$ cat config.mk
export PLATFORM = sky130hd
export DESIGN_NAME = instruction_fetch
export DESIGN_NICKNAME = d
export VERILOG_FILES = /design/src/rtl/instruction_fetch.sv
export SDC_FILE = /design/constraint.sdc
export NUM_CORES = 1
export LEC_CHECK = 0
export BUFFER_PORTS_ARGS = -buffer_cell sky130_fd_sc_hd__buf_2
export CAP_MARGIN = 20
export CORE_UTILIZATION = 55
export DETAILED_ROUTE_END_ITERATION = 6
export PLACE_DENSITY = 0.93
export SYNTH_ARGS = -nofsm -noshare
export SYNTH_HDL_FRONTEND = slang
export SYNTH_SLANG_ARGS = --single-unit
$ cat constraint.sdc
create_clock -name clk -period 3.54 [get_ports clk]
set_input_delay 0.531 -clock clk [delete_from_list [all_inputs] [get_ports clk]]
set_output_delay 0.531 -clock clk [all_outputs]
set_load 0.02 [all_outputs]
$ cat src/rtl/instruction_fetch.sv
// instruction_fetch: single-outstanding-request fetch stage feeding an IF/ID register.
// Ports:
//   clk, rst_n                 clock, asynchronous active-low reset
//   imem_req, imem_addr        request to instruction memory (addr word aligned)
//   imem_ready                 memory accepts the request this cycle
//   imem_rvalid, imem_rdata    one response pulse per accepted request
//   stall                      decode cannot take a new instruction; IF/ID holds
//   redirect_valid, redirect_pc taken branch/jump; fetch restarts at redirect_pc
//   pc, pc_next, instruction, instr_valid  IF/ID register (instr_valid=0 is a bubble)
module instruction_fetch #(
    parameter logic [31:0] RESET_PC = 32'h0000_0000
) (
    input  logic        clk,
    input  logic        rst_n,
    output logic        imem_req,
    output logic [31:0] imem_addr,
    input  logic        imem_ready,
    input  logic        imem_rvalid,
    input  logic [31:0] imem_rdata,
    input  logic        stall,
    input  logic        redirect_valid,
    input  logic [31:0] redirect_pc,
    output logic [31:0] pc,
    output logic [31:0] pc_next,
    output logic [31:0] instruction,
    output logic        instr_valid
);
    typedef enum logic [1:0] {BOOT, REQ, WAIT, HOLD} state_t;
    state_t      state;
    logic [31:0] fetch_pc;
    logic [31:0] hold_pc;
    logic [31:0] hold_word;
    logic        drop;
    logic [31:0] target;
    assign target    = redirect_pc & ~32'h3;
    assign imem_addr = fetch_pc;
    always_ff @(posedge clk or negedge rst_n) begin
        if (!rst_n) begin
            state       <= BOOT;
            imem_req    <= 1'b0;
            fetch_pc    <= RESET_PC;
            hold_pc     <= 32'h0;
            hold_word   <= 32'h0;
            drop        <= 1'b0;
            pc          <= 32'h0;
            pc_next     <= 32'h0;
            instruction <= 32'h0000_0013;
            instr_valid <= 1'b0;
        end else begin
            // bubble whenever decode is free; a load below overrides this
            if (!stall) instr_valid <= 1'b0;
            if (redirect_valid) begin
                instr_valid <= 1'b0;
                fetch_pc    <= target;
                case (state)
                    REQ: if (imem_ready) begin
                        // request already accepted for the old path: drop its response
                        state    <= WAIT;
                        imem_req <= 1'b0;
                        drop     <= 1'b1;
                    end
                    WAIT: if (imem_rvalid) begin
                        state    <= REQ;
                        imem_req <= 1'b1;
                        drop     <= 1'b0;
                    end else begin
                        drop <= 1'b1;
                    end
                    default: begin
                        state    <= REQ;
                        imem_req <= 1'b1;
                    end
                endcase
            end else begin
                case (state)
                    BOOT: begin
                        state    <= REQ;
                        imem_req <= 1'b1;
                    end
                    REQ: if (imem_ready) begin
                        state    <= WAIT;
                        imem_req <= 1'b0;
                    end
                    WAIT: if (imem_rvalid) begin
                        if (drop) begin
                            drop     <= 1'b0;
                            state    <= REQ;
                            imem_req <= 1'b1;
                        end else if (stall) begin
                            hold_pc   <= fetch_pc;
                            hold_word <= imem_rdata;
                            state     <= HOLD;
                        end else begin
                            pc          <= fetch_pc;
                            pc_next     <= fetch_pc + 32'd4;
                            instruction <= imem_rdata;
                            instr_valid <= 1'b1;
                            fetch_pc    <= fetch_pc + 32'd4;
                            state       <= REQ;
                            imem_req    <= 1'b1;
                        end
                    end
                    HOLD: if (!stall) begin
                        pc          <= hold_pc;
                        pc_next     <= hold_pc + 32'd4;
                        instruction <= hold_word;
                        instr_valid <= 1'b1;
                        fetch_pc    <= hold_pc + 32'd4;
                        state       <= REQ;
                        imem_req    <= 1'b1;
                    end
                    default: ;
                endcase
            end
        end
    end
endmodule
**Yosys cells after proc, flatten, opt, wreduce, memory -nomap -nowiden**

Cells that the tools add are included.
Widths: inputs -> output; s select.

- Memories: 0
- RAM bits: 0
- Input bits: 70
- Bits in read-only memories: 0
- Register bits after elaboration: 197
- Latch bits: 0
- Word-level logic and storage cells: 82

- Order comparisons: 0
- Reduce and logical (&&, ||, !) cells: 11
- $add $sub $neg: 2
- Multiplexer cells: 45
- Multipliers: 0
- Shift operators: 0
- Div/mod/pow operators: 0
- Equality and inequality tests: 12
- Bitwise gates (word level): 2

Operator list:

| operator | number |
|---|---|
| $mux 32 | 13 |
| $pmux 32 s2 | 3 |
| $add 32x3->32 const B | 2 |
| $mux 1 | 16 |
| $ne 3x3->1 const B | 5 |
| $mux 2 | 7 |
| $reduce_and 5->1 | 2 |
| $ne 2x2->1 const B | 4 |
| $pmux 2 s4 | 1 |
| $reduce_bool 2->1 | 4 |
| $pmux 1 s2 | 3 |
| $reduce_and 6->1 | 1 |
| $eq 2x2->1 const B | 2 |
| $pmux 1 s4 | 1 |
| $pmux 2 s2 | 1 |
| $reduce_and 4->1 | 1 |
| $reduce_bool 3->1 | 1 |
| $eq 2x1->1 const B | 1 |
| $logic_not 2->1 | 1 |
| $not 1->1 | 2 |
| $reduce_and 2->1 | 1 |

**Logic depth before layout (Yosys ltp)**

- Word-level depth: 6
- Mapped depth: 14
- Depth with buffers taken out: 9

**Least setup slack after synthesis**

No wires, ideal clock.

- Kind: register -> register
- Start point: register state[0]
- End point: register fetch_pc[28] (netlist: imem_addr[28])
- Path buffers: 5
- Setup time: 0.141 ns
- Setup slack: 0.413 ns
- Required time: 3.399 ns
- Cell stages (with the launch flop): 15
- Arrival: 2.986 ns
- Path through: dfrtp_1 -> ha_1 -> buf_4 -> buf_2 -> buf_2 -> buf_2 -> mux2_2 -> ha_1 -> clkbuf_1 -> nand4b_1 -> nand2_1 -> nand3_2 -> nor4_4 -> xor2_1 -> o221ai_1

- Word-level cells in the longest chain between the ends: 3

Ends and longest elaborated chain:

| what | RTL line | RTL |
|---|---|---|
| from (decl) | 29 | `state_t state;` |
| from (signal assigned) | 39 | `state <= BOOT;` |
| from (signal assigned) | 58 | `state <= WAIT;` |
| from (signal assigned) | 63 | `state <= REQ;` |
| $eq 2x2->1 | 75 | `case (state)` |
| $ne 3x3->1 (no source line) (tied with other cells) | -- |  |
| $reduce_and 5->1 (no source line) or $mux 32 (tied branches) | -- |  |
| to (signal assigned) | 54 | `fetch_pc <= target;` |
| to (signal assigned) | 98 | `fetch_pc <= fetch_pc + 32'd4;` |
| to (signal assigned) | 108 | `fetch_pc <= hold_pc + 32'd4;` |
| to (decl) | 30 | `logic [31:0] fetch_pc;` |

Parallel ways exist; a longest one is shown, timed or not.
A chain may end at the register's enable or synchronous reset.

**Final worst setup path**

- Start point: register state[0]
- End point: register fetch_pc[26] (netlist: imem_addr[26])

The elaborated chain is that of the path after synthesis.

==> key figures <==
Routing
  • Number of DRC violations after detailed routing: 0
  • Vias after detailed routing: ~7.2k
  • Post-DR wirelength/cell: 17.9 um
  • Initial DRT Pass Iterations: 5
  • Wirelength, routed: ~22000 um
  • Count of routing violations after the opening detailed-route iteration: ~400
  • Via-per-instance ratio: 5.75
  • Remaining number of nets flagged by the antenna check after routing: 0

Clocking
  • CTS Buf Count: 17
  • Resized cells post-CTS: 0
  • Source-to-sink clock delay at the later pin of the worst-skew pair: between 0.4 and 0.5 ns
  • Post-CTS setup repair buffer count: 0
  • Number of buffers inserted for hold repair after clock tree synthesis: 0
  • H-tree depth: 4
  • Worst-path clk slew: around 0.07 ns
  • Clk buf depth: 2
  • TritonCTS clock tree: built
  • Clock tree root buffer cell: sky130_fd_sc_hd__clkbuf_16
  • Sinks on the clock net: 195

Global routing
  • Wire length of the first global-routing pass: 35600 um
  • Global router's overall resource usage: a little over a quarter
  • Overflow after GRT: 0
  • Pin count of the biggest net entering global routing: roughly 90
  • Number of global-route vias before repair: slightly above 7k
  • Initial antenna violation count: 0

Power
  • Cell area power density: around 750 nW/um^2
  • Static leakage power: ~0.0053 uW
  • Worst IR drop on VDD: between 0.0005 and 0.0006 V

Logic synthesis
  • Number of distinct library cell variants in the gate-level netlist after synthesis: 54
  • Most frequently used flop master after synthesis: sky130_fd_sc_hd__dfrtp_1
  • Sequential cell area fraction in the yosys report: a little over half
  • Synth Register Bits: between 150 and 200
  • Synthesized netlist net count: between 900 and 1k
  • Area of the mapped netlist: roughly 9000 sq um
  • Number of flops mapped to enable cells by yosys: 0
  • Average footprint of a synthesized cell: around 11 sq um
  • Gate count of the mapped netlist: about 850
  • Async set-reset flop share out of synthesis: between 90% and 100%
  • Warnings from Yosys: 0

Timing
  • Final Skew: about 0.007 ns
  • Final-report hold violation count: 0
  • Time the final worst path needs with I/O delays and setup: 3.25 ns
  • RSZ-0062 raised after global routing: no
  • Number of endpoints failing setup at the final stage: 0
  • Slew Viols, Final: 0
  • Max_slew headroom: a little over a third
  • Worst-case hold slack: 0.145 ns
  • Final setup TNS: 0 ns
  • Actual transition at the worst max-transition pin: roughly 0.95 ns
  • Share of the clock period used by the worst path: between 90% and 100%
  • Timing-limited maximum frequency: 0.308 GHz

Worst setup path
  • Highest fanout seen on the critical path: 45
  • Setup crit end kind: flop
  • CP startpoint kind: flop
  • R2r worst-path depth: 9
  • R2R Setup Slk: approximately 0.29 ns
  • Worst EP arrival: between 3 and 4 ns
  • Type of the worst setup path: flop to flop
  • Worst flop-to-flop path startpoint: state[0]$_DFFE_PN0P_
  • R2R Path End: imem_addr[26]$_DFFE_PN0P_
  • Worst EP required: around 3.8 ns

Placement
  • Detailed Place HPWL: ~16000 um
  • DP Cell Count: 1226
  • # port buffers: 197
  • Routability congestion estimate: ~0.83

Die
  • Die ar.: 17000 sq um
  • Cell row count: between 40 and 50
  • Chip Width: 130 um
  • Die height: 130 um
  • Initial core utilization: a little under three fifths
  • Number of primary I/O pins: 200
  • Core region area: 16000 sq um

Hold path
  • Path type of the worst min-delay path: input port to asynchronous set/reset pin

Final layout
  • Number of standard cells in the layout, taps in and fillers out: ~1.3k
  • Final core occ: about two thirds
  • Share of layout cells above drive strength 1: between 30% and 40%
  • Final #Nets: 1104
  • Relative area change from synthesis to final layout: 19.2%

Status
  • Run status: completed

Flow run
  • Count of maximum capacitance violations: 0
layer usage:
metal	up-vias	wire (um)	GRT usage, %
met3	61	1310	4.96
met1	3538	9270	36.0
met4	0	889	13.7
li1	3339	-	-
met2	297	11000	43.9
met5	-	0	0
final cells by class:
class,instances,area [sq um]
antenna,1,2.50
tap,216,270
multi-input combinational,597,3910
clock inverter,15,135
fill,1210,5210
sequential,195,4880
clock buffer,17,425
timing repair buffer,213,1140
inverter,5,18.8
stage by stage:
step	total power (uW)	worst slack [ns]	area (sq um)
final	8120	0.289	10800
after global routing	8600	0.0317	10800
after CTS	8150	0.375	10800
after detailed placement	6300	0.424	10200
after global placement	6160	0.577	10200
after floorplan	5270	0.413	9050
cell families after synthesis:
| kind of cell | synth area share [%] |
|---|---|
| AOI/OAI and AO/OA | 10.5 |
| xor gates and xnor gates | 2.13 |
| adders and majority gates | 0.691 |
| buffers and inverters | 3.06 |
| DFF | 54.0 |
| muxes | 15.6 |
| and+or+nand+nor | 14.1 |
worst max path at each step:
stage                                     from                         to  slack [ns]  cells past startpoint
final                     state[0]$_DFFE_PN0P_  imem_addr[26]$_DFFE_PN0P_        0.29                      9
after global routing      state[0]$_DFFE_PN0P_  imem_addr[26]$_DFFE_PN0P_        0.03                      9
after CTS                 state[0]$_DFFE_PN0P_  imem_addr[26]$_DFFE_PN0P_        0.37                      9
after detailed placement  state[0]$_DFFE_PN0P_  imem_addr[26]$_DFFE_PN0P_        0.42                      9
after global placement    state[0]$_DFFE_PN0P_  imem_addr[28]$_DFFE_PN0P_        0.58                      9
after floorplan           state[0]$_DFFE_PN0P_  imem_addr[28]$_DFFE_PN0P_        0.41                     14
state kept, by name (all words and copies together), names as in the netlist:
signal / cells
drop: 1
hold_word: 32
state: 2
imem_req: 1
instr_valid: 1
pc: 32
imem_addr: 32
pc_next: 30
instruction: 32
hold_pc: 32
critical path: stages, from the launching register on:
cell                       delay [ns]
sky130_fd_sc_hd__dfrtp_1         0.43
sky130_fd_sc_hd__ha_4            0.53
sky130_fd_sc_hd__mux2_2          0.30
sky130_fd_sc_hd__ha_1            0.37
sky130_fd_sc_hd__nand4_1         0.15
sky130_fd_sc_hd__nand2_1         0.22
sky130_fd_sc_hd__nand4_1         0.20
sky130_fd_sc_hd__nor4_1          0.40
sky130_fd_sc_hd__mux2i_1         0.36
sky130_fd_sc_hd__o211ai_1        0.13
synth_stat cells (all sizes together), types with 4 or more instances:
master | n | area [sq um]
nand3 | 15 | 80.1
xnor2 | 7 | 61.3
o21a | 5 | 37.5
o211ai | 7 | 52.6
clkbuf | 39 | 146
mux2i | 67 | 671
xor2 | 15 | 131
nand3b | 5 | 37.5
nand4b | 6 | 52.6
inv | 5 | 18.8
nor3 | 6 | 30.0
dfrtp | 192 | 4800
nor2b | 4 | 25.0
nor4 | 4 | 52.6
ha | 5 | 62.6
nor2 | 37 | 139
a22oi | 8 | 60.1
buf | 18 | 111
nand4 | 10 | 83.8
mux2 | 66 | 743
and3 | 16 | 100
a21oi | 29 | 145
o21ai | 98 | 490
nand2 | 158 | 593
where the power goes:
part / internal (uW) / switching, uW / leakage (uW) / total, uW
logic: 1060 / 1850 / 0.00256 / 2910
clock network: 974 / 863 / 0.000262 / 1840
registers: 2910 / 463 / 0.00252 / 3370
layout by cell type, fill, tap and decap left out, types with 3 or more instances in the layout:
| cell | instances |
|---|---|
| sky130_fd_sc_hd__nor2b_1 | 4 |
| sky130_fd_sc_hd__nor3_1 | 6 |
| sky130_fd_sc_hd__and3_1 | 16 |
| sky130_fd_sc_hd__ha_1 | 4 |
| sky130_fd_sc_hd__nand2_1 | 156 |
| sky130_fd_sc_hd__buf_2 | 196 |
| sky130_fd_sc_hd__nand4_1 | 8 |
| sky130_fd_sc_hd__buf_4 | 14 |
| sky130_fd_sc_hd__xor2_1 | 15 |
| sky130_fd_sc_hd__nor2_1 | 37 |
| sky130_fd_sc_hd__a21oi_1 | 29 |
| sky130_fd_sc_hd__inv_1 | 5 |
| sky130_fd_sc_hd__o221ai_1 | 3 |
| sky130_fd_sc_hd__xnor2_1 | 7 |
| sky130_fd_sc_hd__dfstp_2 | 3 |
| sky130_fd_sc_hd__a22oi_1 | 8 |
| sky130_fd_sc_hd__nand3_1 | 14 |
| sky130_fd_sc_hd__mux2i_1 | 67 |
| sky130_fd_sc_hd__o211ai_1 | 7 |
| sky130_fd_sc_hd__o21ai_0 | 97 |
| sky130_fd_sc_hd__a21o_1 | 3 |
| sky130_fd_sc_hd__clkinv_4 | 3 |
| sky130_fd_sc_hd__clkinv_2 | 3 |
| sky130_fd_sc_hd__a31oi_1 | 3 |
| sky130_fd_sc_hd__dfrtp_1 | 192 |
| sky130_fd_sc_hd__clkbuf_16 | 17 |
| sky130_fd_sc_hd__inv_6 | 3 |
| sky130_fd_sc_hd__mux2_2 | 66 |
| sky130_fd_sc_hd__nand3b_1 | 5 |
| sky130_fd_sc_hd__clkinvlp_4 | 5 |
| sky130_fd_sc_hd__nand4b_1 | 6 |
| sky130_fd_sc_hd__o21a_1 | 5 |
Power figures use the tool's default switching activity.
